[src/rtl/cp0_intc_if.sv]
// CPU <-> CP0 interrupt-controller bus: mfc0/mtc0 access, commit-stage victim info,
// device interrupt lines and the trap request back to the pipeline.
interface cp0_intc_if;
  logic [4:0]  rd_sel;
  logic [4:0]  wr_sel;
  logic [31:0] din;
  logic        we;
  logic [31:0] pc;
  logic        bd;
  logic        exc_req;
  logic [4:0]  exc_code;
  logic        eret;
  logic [5:0]  HWInt;
  logic        IntReq;
  logic [31:0] EPC;
  logic [31:0] dout;

  modport master (
    output rd_sel, wr_sel, din, we, pc, bd, exc_req, exc_code, eret, HWInt,
    input  IntReq, EPC, dout
  );

  modport slave (
    input  rd_sel, wr_sel, din, we, pc, bd, exc_req, exc_code, eret, HWInt,
    output IntReq, EPC, dout
  );
endinterface

[src/rtl/cp0_intc.sv]
// Coprocessor-0 interrupt/exception controller: holds SR/Cause/EPC/PRId and raises
// IntReq whenever the committing instruction must be replaced by a trap.
module cp0_intc #(
  parameter logic [31:0] PRID = 32'h0000_B7A0
) (
  input  logic       clk,
  input  logic       reset,
  cp0_intc_if.slave  bus
);

  logic [5:0]  r_im;
  logic        r_exl;
  logic        r_ie;
  logic        r_bd;
  logic [5:0]  r_ip;
  logic [4:0]  r_exc;
  logic [31:2] r_epc;

  logic        w_int_pend;
  logic        w_exc_pend;
  logic        w_trap;
  logic        w_wr_sr;
  logic        w_wr_epc;
  logic [31:0] w_sr;
  logic [31:0] w_cause;
  logic [31:0] w_epc;
  logic        w_unused_pc;

  // Interrupts are judged on the registered IP copy, never on raw HWInt.
  assign w_int_pend = (|(r_ip & r_im)) & r_ie & ~r_exl;
  assign w_exc_pend = bus.exc_req & ~r_exl;
  assign w_trap     = w_int_pend | w_exc_pend;

  assign w_wr_sr  = bus.we && (bus.wr_sel == 5'd12);
  assign w_wr_epc = bus.we && (bus.wr_sel == 5'd14);

  assign w_sr        = {16'b0, r_im, 8'b0, r_exl, r_ie};
  assign w_cause     = {r_bd, 15'b0, r_ip, 3'b0, r_exc, 2'b0};
  assign w_epc       = {r_epc, 2'b00};
  assign w_unused_pc = ^bus.pc[1:0];

  assign bus.IntReq = w_trap;
  assign bus.EPC    = w_epc;

  // NOTE: state registers use non-blocking assignments so every branch below sees
  // the pre-edge values and a later assignment in the block cleanly overrides an earlier one.
  always_ff @(posedge clk or negedge reset) begin
    if (!reset) begin
      r_im  <= '0;
      r_exl <= 1'b0;
      r_ie  <= 1'b0;
      r_bd  <= 1'b0;
      r_ip  <= '0;
      r_exc <= '0;
      r_epc <= '0;
    end else begin
      r_ip <= bus.HWInt;
      if (w_trap) begin
        // The victim is flushed, so any mtc0/eret it carried is dropped.
        r_exl <= 1'b1;
        r_exc <= w_int_pend ? 5'd0 : bus.exc_code;
        r_bd  <= bus.bd;
        r_epc <= bus.bd ? (bus.pc[31:2] - 30'd1) : bus.pc[31:2];
      end else begin
        if (w_wr_sr) begin
          r_im  <= bus.din[15:10];
          r_exl <= bus.din[1];
          r_ie  <= bus.din[0];
        end
        if (bus.eret) r_exl <= 1'b0;
        if (w_wr_epc) r_epc <= bus.din[31:2];
      end
    end
  end

  // NOTE: the default assignment ahead of the case keeps this purely combinational (no latch).
  always_comb begin
    bus.dout = 32'd0;
    case (bus.rd_sel)
      5'd12:   bus.dout = w_sr;
      5'd13:   bus.dout = w_cause;
      5'd14:   bus.dout = w_epc;
      5'd15:   bus.dout = PRID;
      default: bus.dout = 32'd0;
    endcase
  end

endmodule

[src/flat_wrapper.sv]
// flat-port wrapper written by rule: the top's interface ports become plain ports
module cp0_intc_flat 
#(
  parameter logic [31:0] PRID = 32'h0000_B7A0
)
  (clk, reset, bus_rd_sel, bus_wr_sel, bus_din, bus_we, bus_pc, bus_bd, bus_exc_req, bus_exc_code, bus_eret, bus_HWInt, bus_IntReq, bus_EPC, bus_dout);
  cp0_intc_if bus_i ();
  input  logic clk;
  input  logic reset;
  input wire logic [$bits(bus_i.rd_sel)-1:0] bus_rd_sel;
  input wire logic [$bits(bus_i.wr_sel)-1:0] bus_wr_sel;
  input wire logic [$bits(bus_i.din)-1:0] bus_din;
  input wire logic [$bits(bus_i.we)-1:0] bus_we;
  input wire logic [$bits(bus_i.pc)-1:0] bus_pc;
  input wire logic [$bits(bus_i.bd)-1:0] bus_bd;
  input wire logic [$bits(bus_i.exc_req)-1:0] bus_exc_req;
  input wire logic [$bits(bus_i.exc_code)-1:0] bus_exc_code;
  input wire logic [$bits(bus_i.eret)-1:0] bus_eret;
  input wire logic [$bits(bus_i.HWInt)-1:0] bus_HWInt;
  output wire logic [$bits(bus_i.IntReq)-1:0] bus_IntReq;
  output wire logic [$bits(bus_i.EPC)-1:0] bus_EPC;
  output wire logic [$bits(bus_i.dout)-1:0] bus_dout;
  assign bus_i.rd_sel = bus_rd_sel;
  assign bus_i.wr_sel = bus_wr_sel;
  assign bus_i.din = bus_din;
  assign bus_i.we = bus_we;
  assign bus_i.pc = bus_pc;
  assign bus_i.bd = bus_bd;
  assign bus_i.exc_req = bus_exc_req;
  assign bus_i.exc_code = bus_exc_code;
  assign bus_i.eret = bus_eret;
  assign bus_i.HWInt = bus_HWInt;
  assign bus_IntReq = bus_i.IntReq;
  assign bus_EPC = bus_i.EPC;
  assign bus_dout = bus_i.dout;
  cp0_intc #(.PRID(PRID)) u_core (.clk(clk), .reset(reset), .bus(bus_i));
endmodule
[config.mk]
export PLATFORM = sky130hd
export DESIGN_NAME = cp0_intc_flat
export DESIGN_NICKNAME = d
export VERILOG_FILES = /design/src/rtl/cp0_intc_if.sv /design/src/rtl/cp0_intc.sv /design/src/flat_wrapper.sv
export SDC_FILE = /design/constraint.sdc
export NUM_CORES = 1
export LEC_CHECK = 0
export CAP_MARGIN = 20
export CELL_PAD_IN_SITES_DETAIL_PLACEMENT = 0
export CELL_PAD_IN_SITES_GLOBAL_PLACEMENT = 1
export CORE_MARGIN = 2
export CORE_UTILIZATION = 30
export DETAILED_ROUTE_END_ITERATION = 8
export PLACE_DENSITY = 0.87
export SYNTH_ARGS = -nofsm -noshare
export SYNTH_HDL_FRONTEND = slang
export SYNTH_SLANG_ARGS = --single-unit
[constraint.sdc]
create_clock -name clk -period 2.35 [get_ports clk]
set_input_delay 0.235 -clock clk [delete_from_list [all_inputs] [get_ports clk]]
set_output_delay 0.235 -clock clk [all_outputs]
set_load 0.02 [all_outputs]
# ---- After elaboration in Yosys (flattened, before gate mapping)
# Index checks and enable logic that the tools add are counted.
dict set report classes {
  bitwise_logic 7
  mux 8
  n_addsub 1
  eq_ne 6
  reduce_logical 6
}
# operator n
set ops {}
lappend ops {{$pmux 32 s4} 1}
lappend ops {{$mux 30} 3}
lappend ops {{$eq 5x4->1 const B} 6}
lappend ops {{$sub 30x1->30 const B} 1}
lappend ops {{$and 6x6->6} 1}
lappend ops {{$reduce_or 6->1} 1}
lappend ops {{$mux 5} 1}
lappend ops {{$and 1x1->1} 3}
lappend ops {{$mux 1} 3}
lappend ops {{$reduce_bool 3->1} 1}
lappend ops {{$logic_and 1x1->1} 2}
lappend ops {{$not 1->1} 2}
lappend ops {{$reduce_and 2->1} 1}
lappend ops {{$reduce_bool 2->1} 1}
lappend ops {{$or 1x1->1} 1}
dict set report totals {
  ff_bits 50
  in_bits 91
}

# ---- Logic depth before layout (Yosys ltp)
# Gate-level depths: netlist of run 1.
dict set report depth {
  word_depth 7
  mapped_depth 8
  ltp_nobuf 7
}

# ---- Worst setup path after synthesis of run 1
# No wires, ideal clock.
dict set report synth_timing {
  kind {flip-flop to flip-flop}
  startpoint {register u_core.r_im[2]}
  endpoint {register u_core.r_ie}
  arrival_time_ps 1699
  setup_time_ps 125
  t_required_ps 2225
  synth_period_minus_slack_ps 1824
  setup_slack_ps 526
  path_buffers 1
  stages_incl_launch_ff 8
  cell_sequence {dfrtp_1 a22o_1 o31ai_1 a21o_1 buf_6 inv_2 nor2_4 mux2_2}
}
dict set report synth_between {
  elab_chain_len 7
}
# item line_no
set synth_rtl {}
lappend synth_rtl {{start, declared} cp0_intc.sv:11} ;# logic [5:0] r_im;
lappend synth_rtl {{start signal, assigned} cp0_intc.sv:66} ;# r_im <= bus.din[15:10];
lappend synth_rtl {{$and 6x6->6} cp0_intc.sv:30} ;# assign w_int_pend = (|(r_ip & r_im)) & r_ie & ~r_exl;
lappend synth_rtl {{$reduce_or 6->1} cp0_intc.sv:30}
lappend synth_rtl {{$and 1x1->1 (2 in a row)} cp0_intc.sv:30}
lappend synth_rtl {{$or 1x1->1} cp0_intc.sv:32} ;# assign w_trap = w_int_pend | w_exc_pend;
lappend synth_rtl {{$not 1->1 (no line)} --}
lappend synth_rtl {{$reduce_and 2->1 (no line)} --}
lappend synth_rtl {{end signal, assigned} cp0_intc.sv:68} ;# r_ie <= bus.din[0];
lappend synth_rtl {{end, declared} cp0_intc.sv:13} ;# logic r_ie;
# Every way passes these cells.
# A chain may end at the register's enable or synchronous reset.

# ---- Worst setup path after layout of run 1
dict set report layout_timing {
  startpoint {input bus_rd_sel[1]}
  endpoint {output bus_dout[3]}
}
dict set report layout_between {
  elab_chain_len 2
}
# item line_no
set layout_rtl {}
lappend layout_rtl {{start, declared} flat_wrapper.sv:10} ;# input wire logic [$bits(bus_i.rd_sel)-1:0] bus_rd_sel;
lappend layout_rtl {{$eq 5x4->1} cp0_intc.sv:79} ;# case (bus.rd_sel)
lappend layout_rtl {{$pmux 32 s4 (*)} cp0_intc.sv:79}
lappend layout_rtl {{end, declared} flat_wrapper.sv:22} ;# output wire logic [$bits(bus_i.dout)-1:0] bus_dout;
# Mark *: on every way between the ends. The rest lies on a longest branch, timed or not.

==> out/metrics.cfg, run 1 <==
[setup_path]
reg2regPathDepth = 6
cp_data_required_time_ps = 2120
rrSetupSlack_ps = 400
path_cells = clkdlybuf4s50_1 > buf_4 > nor2b_2 > buf_4 > a22oi_1 > nor2_1 > clkdlybuf4s50_1
critPathBufInv = 4
crit_path_max_incr_delay_ps = 620
reg2reg_from = u_core.r_im[2]$_DFFE_PN0P_
worstSetupPathType = input pin to output port
crit_start = bus_rd_sel[1]
end_kind = output port
cp-start-kind = input pin
critPathArrivalTime_ps = 2040
crit_path_end = bus_dout[3]
path_depth = 7
r2r-end = u_core.r_im[3]$_DFFE_PN0P_
crit_path_top_delay_cell = clkdlybuf4s50_1
crit_family = buffers and inverters
cp_max_fo = 17

[synthesis]
yosys_warnings = 0
synth_edf_count = 0
syn_inst = 316
async_flop_share = 1.00
synthFlopType = dfrtp_1
synth_area_mm2 = 0.00319
ys_seq_area_frac = 0.392
postSynthAreaPerCell_um2 = 10.1
ys_ff_latch = 50
synth.distinct_cells = 51

[floorplanning]
core_area_mm2 = 0.0103
die_x_um = 107
row_count = 37
ios = 156
dieArea_mm2 = 0.0115
die_h_um = 107
start_util = 0.309

[placement]
dp_worst_setup_slack_ps = -47.7
dp_hpwl_um = 8180
post_dp_cell_area_mm2 = 0.00504
dp_cells = 621
io_buffer_count = 151
place_congestion = 0.828

[cells_and_area]
final_common_cell = clkdlybuf4s50_1
fin_util = 0.501
area_growth_pct = 62.2
drive_above_1_share = 0.134
fillers = 943
mostFrequentLayoutCells = clkdlybuf4s50_1 (144), dfrtp_1 (50), mux2i_1 (47)
n_antenna_cell = 0
final_net_count = 584
finalInstanceArea_mm2 = 0.00518
finalNonFillerCells = 629

[timing]
fmax_ghz = 0.439
rsz0062_at_grt = false
skew_ps = 7.23
fin_crit_sh = 0.969
setup_viol = 0
hold_slack_ps = 34.7
slew_headroom = 0.563
setup_tns_ps = 0
hold_violations = 0
slew_violations = 0
worstMarginPinSlew_ps = 656
period_needed_ps = 2280
fin_ws_ps = 72.9

[clocking]
clk_pin_slew_worst_paths_ps = 100
clockBufferDepth = 2
cts_tree = built
clockRootBuffer = clkbuf_8
clk_latency_ps = 300
cts-buffers-inserted = 5
hold_buffers = 0
post-cts-setup-buffers = 0
htreeDepth = 2
cts.sinks = 50

[global_routing]
grt_usage = 0.183
grt_start_max_net_pins = 51
grt_pass1_wl_um = 16600
grt_antenna_before_repair = 0
grt-ovfl-total = 0
first_global_vias = 3217

[detailed_routing]
wl_per_cell_um = 16.7
viasPerCell = 4.95
drc_errors = 0
drt_iter0_markers = 98
dr.pass1.iters = 4
final_antenna_net_count = 0
routed_wl_um = 10500
dr_total_vias = 3114

[flow_run]
cap_viol_max_count = 0

[hold_path]
hold_class = input pin to async pin

[pwr]
ir_worst_vdd_v = 0.000324
power_mw = 3.67
power_density_mw_per_mm2 = 708
leakage_nw = 2.36

[status]
outcome = completed

-- registers in the layout, indices dropped and copies added, names as in the netlist --
| register | flops |
|---|---|
| u_core.r_epc | 30 |
| u_core.r_bd | 1 |
| u_core.r_im | 6 |
| u_core.r_ip | 6 |
| u_core.r_ie | 1 |
| u_core.r_exl | 1 |
| u_core.r_exc | 5 |
-- metal layers --
layer	vias to the layer above	wire length, um	GRT usage
li1	1504	-	-
met1	1497	4740	0.255
met2	105	5020	0.297
met3	8	617	0.0310
met4	0	109	0.0390
met5	-	0	0
-- Yosys cell counts, types with 5 or more instances --
cell type | number | share of area
mux2_2 | 10 | 0.035
nand2_1 | 16 | 0.019
a22o_1 | 8 | 0.022
o21ai_0 | 13 | 0.020
clkbuf_1 | 7 | 0.0082
nor4_1 | 5 | 0.0098
nor2_1 | 25 | 0.029
dfrtp_1 | 50 | 0.39
a22oi_1 | 10 | 0.024
nor2b_1 | 7 | 0.014
mux2i_1 | 47 | 0.15
nor3_1 | 11 | 0.017
xor2_1 | 14 | 0.038
and2_1 | 15 | 0.029
xnor2_1 | 8 | 0.022
-- worst min-delay path by stage --
stage	start	endpoint	slack, ps	depth (start not counted)
2_1_floorplan	reset	u_core.r_bd$_DFFE_PN0N_	-60	0
3_3_place_gp	reset	u_core.r_ip[2]$_DFF_PN0_	380	2
3_5_place_dp	reset	u_core.r_ip[2]$_DFF_PN0_	400	2
4_1_cts	reset	u_core.r_ip[2]$_DFF_PN0_	60	2
5_1_grt	reset	u_core.r_ip[0]$_DFF_PN0_	90	2
6_report	reset	u_core.r_ip[0]$_DFF_PN0_	30	2
-- repair_timing --
item,CTS,global route
setup endpoints to repair,3,5
gates cloned,0,0
gates resized for setup,3,5
-- cell families (layout without fill, tap and decap cells) --
group                      after synthesis  after routing  share of synthesized area
muxes                                   57             57                      0.183
adders and majority gates                1              1                    0.00392
AOI/OAI and AO/OA                       52             52                      0.116
other                                    1              2                    0.00117
DFF                                     50             50                      0.392
buffers and inverters                   23            199                     0.0376
and+or+nand+nor                        110            110                      0.207
xor gates and xnor gates                22             22                     0.0604
-- worst register-to-register path, cell delays in order (launching register included) --
cell	delay, ps
dfrtp_1	400
a22o_1	250
o31ai_2	310
a21o_1	220
inv_2	80
nor2_4	230
mux2_2	370
-- layout make-up --
class	count	area, um^2	share of cell area
clock buffer	6	82.6	0.0160
clock inverter	2	38.8	0.00749
sequential	50	1250	0.242
tap	136	170	0.0329
multi-input combinational	244	1830	0.354
timing repair buffer	186	1780	0.344
inverter	5	18.8	0.00363
-- where the power goes --
group	leakage, nW	switching, mW	total [mW]	internal [mW]
clock network	0.0618	0.306	0.657	0.351
logic	1.70	0.779	1.64	0.865
registers	0.598	0.219	1.37	1.15
total	2.36	1.30	3.67	2.36
Note: power is estimated with default switching activity, not from simulation.
==> run 2, diff against run 1 <==
--- a/config.mk
+++ b/config.mk
@@ -15,3 +15,4 @@
 export SYNTH_ARGS = -nofsm -noshare
 export SYNTH_HDL_FRONTEND = slang
 export SYNTH_SLANG_ARGS = --single-unit
+export TNS_END_PERCENT = 30
==> results of run 2 <==
The final DEF is identical to that of run 1; final timing and power are the same.
